File: src/rtl/pwm_pkg.sv
// Shared types and constants for the PWM capture block.
// Holds the capture FSM state encoding and the counter width.
package pwm_pkg;

    localparam int CNT_W = 32;

    typedef enum logic [1:0] {
        IDLE = 2'd0,
        ARM  = 2'd1,
        HIGH = 2'd2,
        LOW  = 2'd3
    } state_t;

endpackage

File: src/rtl/pwm_in_cond.sv
// Conditions the asynchronous PWM input: 2-flop synchroniser, optional glitch
// filter (PWM_CAPTURE_FILTER_EN) and edge detect producing level/rise/fall.
module pwm_in_cond #(
    parameter int FILTER_LEN = 4
) (
    input  logic clk,
    input  logic rst_n,
    input  logic pwm_in,
    output logic level,
    output logic rise,
    output logic fall
);

    logic r_sync1;
    logic r_sync2;
    logic r_level_d;
    logic w_level;

    always_ff @(posedge clk or negedge rst_n) begin
        if (!rst_n) begin
            r_sync1 <= 1'b0;
            r_sync2 <= 1'b0;
        end else begin
            r_sync1 <= pwm_in;
            r_sync2 <= r_sync1;
        end
    end

`ifdef PWM_CAPTURE_FILTER_EN
    localparam int FC_W = (FILTER_LEN > 1) ? $clog2(FILTER_LEN) : 1;

    logic            r_filt;
    logic [FC_W-1:0] r_fcnt;

    // Level flips only after FILTER_LEN consecutive differing samples, so
    // rising and falling edges see the same delay.
    always_ff @(posedge clk or negedge rst_n) begin
        if (!rst_n) begin
            r_filt <= 1'b0;
            r_fcnt <= '0;
        end else if (r_sync2 == r_filt) begin
            r_fcnt <= '0;
        end else if (r_fcnt == FC_W'(FILTER_LEN - 1)) begin
            r_filt <= r_sync2;
            r_fcnt <= '0;
        end else begin
            r_fcnt <= r_fcnt + FC_W'(1);
        end
    end

    assign w_level = r_filt;
`else
    localparam int filter_len_unused = FILTER_LEN;

    assign w_level = r_sync2;
`endif

    always_ff @(posedge clk or negedge rst_n) begin
        if (!rst_n) begin
            r_level_d <= 1'b0;
        end else begin
            r_level_d <= w_level;
        end
    end

    assign level = w_level;
    assign rise  = w_level & ~r_level_d;
    assign fall  = ~w_level & r_level_d;

endmodule

File: src/rtl/pwm_capture.sv
// PWM period / high-time capture with no-edge timeout and stuck-level report.
// Build option PWM_CAPTURE_FILTER_EN adds a FILTER_LEN-cycle glitch filter.
module pwm_capture
    import pwm_pkg::*;
#(
    parameter logic [CNT_W-1:0] TIMEOUT    = 32'd50_000_000,
    parameter int               FILTER_LEN = 4
) (
    input  logic             clk,
    input  logic             rst_n,
    input  logic             cap_en,
    input  logic             pwm_in,
    output logic [CNT_W-1:0] period_count,
    output logic [CNT_W-1:0] high_count,
    output logic             meas_valid,
    output logic             timeout,
    output logic             stuck_level
);

    // state | meaning
    // IDLE  | capture disabled, counters held at zero
    // ARM   | enabled, waiting for the first rise (partial period discarded)
    // HIGH  | inside the high phase, period and high counters running
    // LOW   | inside the low phase, next rise publishes a measurement

    logic w_level;
    logic w_rise;
    logic w_fall;

    state_t           r_state;
    state_t           w_state_nxt;
    logic [CNT_W-1:0] r_period_cnt;
    logic [CNT_W-1:0] r_high_cnt;
    logic [CNT_W-1:0] r_period_count;
    logic [CNT_W-1:0] r_high_count;
    logic             r_meas_valid;
    logic             r_timeout;
    logic             r_stuck_level;

    logic w_at_limit;
    logic w_load;
    logic w_publish;
    logic w_tmo;
    logic w_clear;

    pwm_in_cond #(
        .FILTER_LEN (FILTER_LEN)
    ) u_in_cond (
        .clk    (clk),
        .rst_n  (rst_n),
        .pwm_in (pwm_in),
        .level  (w_level),
        .rise   (w_rise),
        .fall   (w_fall)
    );

    assign w_at_limit = (r_period_cnt == TIMEOUT);

    always_comb begin
        w_state_nxt = r_state;
        w_load      = 1'b0;
        w_publish   = 1'b0;
        w_tmo       = 1'b0;
        w_clear     = 1'b0;
        if (!cap_en) begin
            w_state_nxt = IDLE;
            w_clear     = 1'b1;
        end else begin
            case (r_state)
                IDLE: begin
                    w_state_nxt = ARM;
                    w_clear     = 1'b1;
                end
                ARM: begin
                    if (w_rise) begin
                        w_state_nxt = HIGH;
                        w_load      = 1'b1;
                    end else if (w_at_limit) begin
                        w_tmo = 1'b1;
                    end
                end
                HIGH: begin
                    if (w_at_limit) begin
                        w_tmo       = 1'b1;
                        w_state_nxt = ARM;
                    end else if (w_fall) begin
                        w_state_nxt = LOW;
                    end
                end
                LOW: begin
                    // A rise landing on the timeout cycle still counts as a measurement.
                    if (w_rise) begin
                        w_state_nxt = HIGH;
                        w_load      = 1'b1;
                        w_publish   = 1'b1;
                    end else if (w_at_limit) begin
                        w_tmo       = 1'b1;
                        w_state_nxt = ARM;
                    end
                end
                default: begin
                    w_state_nxt = IDLE;
                    w_clear     = 1'b1;
                end
            endcase
        end
    end

    always_ff @(posedge clk or negedge rst_n) begin
        if (!rst_n) begin
            r_state <= IDLE;
        end else begin
            r_state <= w_state_nxt;
        end
    end

    always_ff @(posedge clk or negedge rst_n) begin
        if (!rst_n) begin
            r_period_cnt <= '0;
            r_high_cnt   <= '0;
        end else if (w_clear || w_tmo) begin
            r_period_cnt <= '0;
            r_high_cnt   <= '0;
        end else if (w_load) begin
            r_period_cnt <= CNT_W'(1);
            r_high_cnt   <= CNT_W'(1);
        end else begin
            r_period_cnt <= r_period_cnt + CNT_W'(1);
            if (r_state == HIGH && w_level) begin
                r_high_cnt <= r_high_cnt + CNT_W'(1);
            end
        end
    end

    always_ff @(posedge clk or negedge rst_n) begin
        if (!rst_n) begin
            r_period_count <= '0;
            r_high_count   <= '0;
            r_meas_valid   <= 1'b0;
            r_timeout      <= 1'b0;
            r_stuck_level  <= 1'b0;
        end else begin
            r_meas_valid <= w_publish;
            r_timeout    <= w_tmo;
            if (w_publish) begin
                r_period_count <= r_period_cnt;
                r_high_count   <= r_high_cnt;
            end else if (w_tmo) begin
                r_period_count <= '0;
                r_high_count   <= '0;
                r_stuck_level  <= w_level;
            end
        end
    end

    assign period_count = r_period_count;
    assign high_count   = r_high_count;
    assign meas_valid   = r_meas_valid;
    assign timeout      = r_timeout;
    assign stuck_level  = r_stuck_level;

endmodule

File: config.mk
export PLATFORM = sky130hd
export DESIGN_NAME = pwm_capture
export DESIGN_NICKNAME = d
export VERILOG_FILES = /design/src/rtl/pwm_pkg.sv /design/src/rtl/pwm_in_cond.sv /design/src/rtl/pwm_capture.sv
export SDC_FILE = /design/constraint.sdc
export NUM_CORES = 1
export LEC_CHECK = 0
export CAP_MARGIN = 25
export CORE_UTILIZATION = 50
export DETAILED_ROUTE_END_ITERATION = 12
export GPL_ROUTABILITY_DRIVEN = 0
export PLACE_DENSITY_LB_ADDON = 0.25
export SLEW_MARGIN = 20
export SYNTH_ARGS = -nofsm -noshare
export SYNTH_HDL_FRONTEND = slang
export SYNTH_HIERARCHICAL = 1
export SYNTH_SLANG_ARGS = --single-unit
File: constraint.sdc
create_clock -name clk -period 4.43 [get_ports clk]
set_clock_uncertainty 0.2 [all_clocks]
set_input_delay 0.886 -clock clk [delete_from_list [all_inputs] [get_ports clk]]
set_output_delay 0.886 -clock clk [all_outputs]
set_load 0.005 [all_outputs]
==> results of run 1 <==
[worst paths after layout]
| kind | end | slack (ns) | depth (start not counted) |
|---|---|---|---|
| setup / recovery | period_count[12] | 1.57 | 6 |
| hold / removal | u_in_cond/level | 0.15 | 0 |
| setup reg to reg | period_count[12] | 1.59 | 6 |
| hold reg to reg | u_in_cond/level | 0.15 | 0 |
| max in group asynchronous | r_period_cnt[9] | 2.66 | 2 |
| min in group asynchronous | high_count[4] | 0.36 | 1 |
[worst max-delay path: stages]
cell	delay (ns)
clkdlybuf4s50_1	0.46
nand2_1	0.10
nor2_1	0.12
a21oi_4	0.74
buf_4	0.48
a22o_1	0.19
[final cells by class]
cell class / instances / area [um^2] / area share
flip-flops and latches: 136 / 3400 / 0.474
multi-input cells: 337 / 2290 / 0.319
repair buffers: 76 / 743 / 0.104
clock buffers: 23 / 468 / 0.0652
well taps: 143 / 179 / 0.0249
clock inverters: 9 / 75.1 / 0.0105
inverters: 6 / 22.5 / 0.00314
[cell usage in the layout, fill, tap and decap left out, drive strengths merged, types with 3 or more instances in the layout]
master / instances
nor2: 59
a22o: 64
dfrtp: 136
clkbuf: 23
inv: 6
a21oi: 12
nor3: 5
ha: 3
and4: 8
nor4b: 5
clkdlybuf4s50: 69
xnor2: 11
and2: 6
xor2: 39
buf: 7
a21boi: 3
or3: 10
nor4: 3
o21ai: 8
nand2: 23
nand4: 24
and3: 13
nand3: 27
clkinv: 6
[cell families after synthesis]
logic type	count (synthesis)	share of synthesized area
AND/OR/NAND/NOR	190	0.179
flip-flops	136	0.579
AO/OA/AOI/OAI	92	0.124
XOR/XNOR	50	0.0745
buffers and inverters	36	0.0336
adder cells (fa/ha/maj)	3	0.00639
multiplexers	2	0.00362
[power by group through the flow]
stage / Clock (uW) / Sequential, uW / Combinational [uW]
6_report: 1290 / 1260 / 62.8
5_1_grt: 1370 / 1260 / 72.0
4_1_cts: 1320 / 1260 / 64.9
3_5_place_dp: 0 / 1280 / 64.4
3_3_place_gp: 0 / 1280 / 62.3
2_1_floorplan: 0 / 1280 / 33.0
[layer usage]
layer	vias up	share of wire	GRT usage
li1	1969	-	-
met5	-	0	0
met2	87	0.50	0.337
met3	4	0.033	0.0434
met4	0	0.0042	0.0791
met1	2143	0.46	0.294
[flip-flops by register name, summed over array words and instances (netlist names), 2 cells and up]
signal,flops
high_count,32
period_count,32
r_high_cnt,32
r_period_cnt,32
r_state,2
[metrics by stage]
| stage | utilization | hold slack (ns) | total power (uW) | cell area [um^2] | instances |
|---|---|---|---|---|---|
| after global placement | 0.581 | 0.143 | 1340 | 6630 | 697 |
| after CTS | 0.628 | 0.154 | 2640 | 7170 | 729 |
| after detailed placement | 0.581 | 0.140 | 1340 | 6630 | 697 |
| after global routing | 0.629 | 0.158 | 2690 | 7180 | 730 |
| after floorplan | - | 0.131 | 1310 | 5880 | 509 |
| final | 0.629 | 0.151 | 2610 | 7180 | 730 |
[cell usage after synthesis, types with 2 or more instances]
cell / n
buf_2: 11
inv_1: 6
or4_1: 2
and2_1: 6
dfrtp_1: 136
clkbuf_1: 12
nand4_2: 2
xor2_1: 39
ha_1: 3
or3_1: 10
a22o_1: 64
nor2_1: 59
nor4b_1: 4
buf_6: 6
nand3_1: 26
o31ai_1: 2
and3_1: 13
nand2_1: 22
o21ai_0: 8
nor3_1: 3
nand4_1: 22
nor3_2: 2
a21boi_1: 2
a21oi_1: 11
and4_1: 7
xnor2_1: 11
==> metrics.cfg, run 1 <==
[outcome]
run_status=finished clean

[flow_run]
max_cap_violations=0

[clock_network]
cts_tree=built
cts.sink_count=136
cts_buffers=17
cts.path.max_buffers=2
cts.htree.levels=4
clk_pin_slew_ns=0.06
clk_latency_ns=0.41
clockRootBuffer=clkbuf_16
post_cts_resized=0
cts.repair_timing.setup_buffer_count=0
ctsHoldBuffers=0

[critical_path]
worst_setup_path_startpoint=cap_en
critical_path.startpoint_type=input port
cp_max_fo=33
critical_path_arrival_ns=3.00
critPathCaptureType=flop
required_ns=4.57
reg2reg_from=r_period_cnt[13]
path_class=input port to flop

[routing]
drc_errors=0
post_drt_via_cell_ratio=5.76
postRouteWirelength_um=12400
dr.pass1.iters=4
antenna_violating_nets_remaining=0
detail_route.wl_per_cell_um=17.0
drtIter0Drc=219
vias=4203

[grt]
global_route.usage.total=0.214
first_global_vias=4206
grt_pass1_wl_um=21000
antenna_found_initial=0
overflow=0
pin_count_of_the_biggest_net_entering_global_routing=66

[logic_synthesis]
ys_seq_area_frac=0.579
yosysWarningCount=6
synthTopCellsByArea=dfrtp_1, a22o_1, xor2_1
synth_largest_area_cell=dfrtp_1
postSynth.asyncResetShare=1.00
area_of_the_mapped_netlist_mm2=0.00588
synth-seq-cells=136
synth-main-ff-cell=dfrtp_1
yosysUniqueCellTypes=46
synthDominantCellAreaShare=0.579
synth-edff-count=0
synth_nets=516
avgSynthCellArea_um2=11.5
synthesis.instances=509

[timing]
timing.final.max_slew_violations=0
grt_setup_unrepaired=false
fin_crit_sh=0.645
worstMarginPinSlew_ns=0.899
final_hold_fails=0
slack_of_the_critical_path_ns=1.57
setup_violations=0
worst_slew_margin_rel=0.399
totalNegativeSetupSlack_ns=0
final_period_minus_worst_setup_slack_ns=2.86
fmax_mhz=350

[pwr]
power.clock.fraction=0.494
power_leakage_uw=0.00313
sw_frac=0.210
comb_power_share=0.024
pwr-share-seq=0.482
power-per-cell-area_mw_per_mm2=363
largest_vdd_supply_drop_uv=299
p_int_uw=2060
power_switching_uw=548

[place]
number_of_input_and_output_port_buffers_inserted=70
placement.setup.worst_slack_ns=1.16
hpwlAfterDp_um=7740

[final_layout]
area_growth_syn_to_layout_pct=22.2
antenna_diode_count=0
layout.nets=581
filler_cell_count=911
final_layout_size_suffix_gt1_frac=0.0818

[hold_path]
min_delay_src=u_in_cond/r_sync1
timing.hold.worst.class=flop to flop

[die]
floorplan.rows=39
effective_utilization_at_floorplan=0.515
die_height_um=110
fp.coreArea_mm2=0.0114
design.die.area_mm2=0.0122
floorplan.die.width_um=110
ios=71

(Power assumes the default switching activity.)
==> run 2, diff against run 1 <==
- clock period: 4.43 -> 3 ns (I/O delays scaled with it)
==> metrics.cfg, run 2 (synthesized netlist as in run 1, its figures left out) <==
[routing]
top_layer=met4
drc_errors=0  ; unchanged
antenna_violating_nets_remaining=0  ; unchanged
drtIter0Drc=239  ; +9.1%
dr_wl_met2_um=6240  ; +0.66%
wirelength_met1_um=5580  ; -2.5%
detail_route.wl_per_cell_um=16.9  ; -0.67%
postRouteWirelength_um=12400  ; about the same
post_drt_via_cell_ratio=5.84  ; +1.4%
vias=4293  ; +2.1%
dr.pass1.iters=4  ; unchanged
routed-wl-met3_um=467  ; +16%

[pwr]
pwr-share-seq=0.476  ; -0.006
power_leakage_uw=0.00318  ; +1.7%
sw_frac=0.207  ; -0.00315
power.clock.fraction=0.499  ; +0.005
power-per-cell-area_mw_per_mm2=535  ; +47%
p_int_uw=3090  ; +50%
largest_vdd_supply_drop_uv=642  ; +110%
comb_power_share=0.026  ; +0.002
power_switching_uw=808  ; +47%

[die]
fp.coreArea_mm2=0.0114  ; unchanged
floorplan.die.width_um=110  ; unchanged
effective_utilization_at_floorplan=0.515  ; unchanged
die_height_um=110  ; unchanged
design.die.area_mm2=0.0122  ; unchanged
ios=71  ; unchanged
floorplan.rows=39  ; unchanged

[clock_network]
cts.path.max_buffers=2  ; unchanged
cts.sink_count=136  ; unchanged
post_cts_resized=0  ; unchanged
cts.htree.levels=4  ; unchanged
cts_buffers=17  ; unchanged
clk_pin_slew_ns=0.06  ; about the same
clk_latency_ns=0.41  ; about the same
clockRootBuffer=clkbuf_16
cts.repair_timing.setup_buffer_count=0  ; unchanged
cts_tree=built
ctsHoldBuffers=1  ; +1

[critical_path]
cp_max_fo=19  ; -42%
critical_path_arrival_ns=2.69  ; -0.31 ns
critical_path.startpoint_type=flop
critical_path.cell_chain=nor4b_1 > nand3_1 > or3_1 > nand2_4 > buf_4 > nor2_1
path_class=flop to flop
critical_path.slowest_cell=nor4b_1
max_stage_delay_ns=0.63  ; -0.11 ns
required_ns=3.09  ; -1.48 ns
critPathCaptureType=flop

[grt]
grt_pass1_wl_um=21600  ; +2.8%
pin_count_of_the_biggest_net_entering_global_routing=66  ; unchanged
overflow=0  ; unchanged
global_route.usage.total=0.217  ; +0.00273
antenna_found_initial=0  ; unchanged
first_global_vias=4399  ; +4.6%

[final_layout]
final-instance-count-excl-fill=735  ; +0.68%
final_layout_size_suffix_gt1_frac=0.0912  ; +0.00944
final_standard_cell_area_without_fillers_mm2=0.00728  ; +1.4%
fin_util=0.638  ; +0.00888
antenna_diode_count=0  ; unchanged
layout_common_cells=dfrtp_1, clkdlybuf4s50_1, a22o_1
area_growth_syn_to_layout_pct=23.9
final_common_cell=dfrtp_1
layout.nets=587  ; +1.0%
filler_cell_count=880  ; -3.4%

[place]
placedInstanceArea_mm2=0.00671  ; +1.2%
number_of_input_and_output_port_buffers_inserted=70  ; unchanged
placement.setup.worst_slack_ns=0.363  ; -0.801 ns
place_inst=703  ; +0.86%
hpwlAfterDp_um=8000  ; +3.5%

[timing]
fmax_mhz=385
worst_slew_margin_rel=0.557  ; +0.157
final_hold_fails=0  ; unchanged
totalNegativeSetupSlack_ns=0  ; unchanged
setup_violations=0  ; unchanged
slack_of_the_critical_path_ns=0.401  ; -1.17 ns
fin_crit_sh=0.866
worstMarginPinSlew_ns=0.656  ; -0.243 ns
timing.final.max_slew_violations=0  ; unchanged
final_period_minus_worst_setup_slack_ns=2.60
grt_setup_unrepaired=false

[flow_run]
max_cap_violations=0  ; unchanged

[hold_path]
timing.hold.worst.class=flop to flop

[outcome]
run_status=finished clean

==> run 2: power groups by stage <==
stage	Sequential, uW	Combinational (uW)	Clock (uW)
6_report	1850	101	1940
5_1_grt	1850	116	2060
4_1_cts	1850	105	1970
3_5_place_dp	1890	103	0
3_3_place_gp	1890	101	0
2_1_floorplan	1880	48.8	0
==> run 2: worst paths after layout <==
check	endpoint	startpoint	depth (start not counted)	slack [ns]
worst max-delay path	r_period_cnt[22]	r_period_cnt[5]	6	0.40
worst min-delay path	u_in_cond/level	u_in_cond/r_sync1	0	0.17
worst max register to register	r_period_cnt[22]	r_period_cnt[5]	6	0.40
worst min register to register	u_in_cond/level	u_in_cond/r_sync1	0	0.17
max in group asynchronous	period_count[17]	rst_n	3	1.38
min in group asynchronous	high_count[9]	rst_n	2	0.47
==> run 2: per-stage QoR <==
| stage | total power, uW | hold WS, ns |
|---|---|---|
| after detailed placement | 1990 | 0.141 |
| final | 3900 | 0.169 |
| after global placement | 1990 | 0.141 |
| after global routing | 4030 | 0.173 |
| after floorplan | 1930 | 0.104 |
| after CTS | 3930 | 0.156 |
==> run 2: per-layer routing <==
| layer | vias to the layer above | track usage |
|---|---|---|
| met1 | 2206 | 0.285 |
| met4 | 0 | 0.0738 |
| met2 | 102 | 0.354 |
| met3 | 10 | 0.0516 |
| li1 | 1975 | - |
| met5 | - | 0 |
==> run 2: area by class of cell <==
cell class              instances  area (um^2)  share of cell area
flip-flops and latches        136         3400               0.467
clock inverters                 8         71.3             0.00979
repair buffers                 82          828               0.114
multi-input cells             337         2290               0.314
well taps                     143          179              0.0246
inverters                       6         22.5             0.00309
clock buffers                  23          488              0.0670
==> run 2: critical path, delay by kind of cell, from the launching register on <==
| family | cells | cell delay (ns) |
|---|---|---|
| simple gates | 5 | 1.55 |
| flops | 1 | 0.48 |
| buf+inv | 1 | 0.24 |
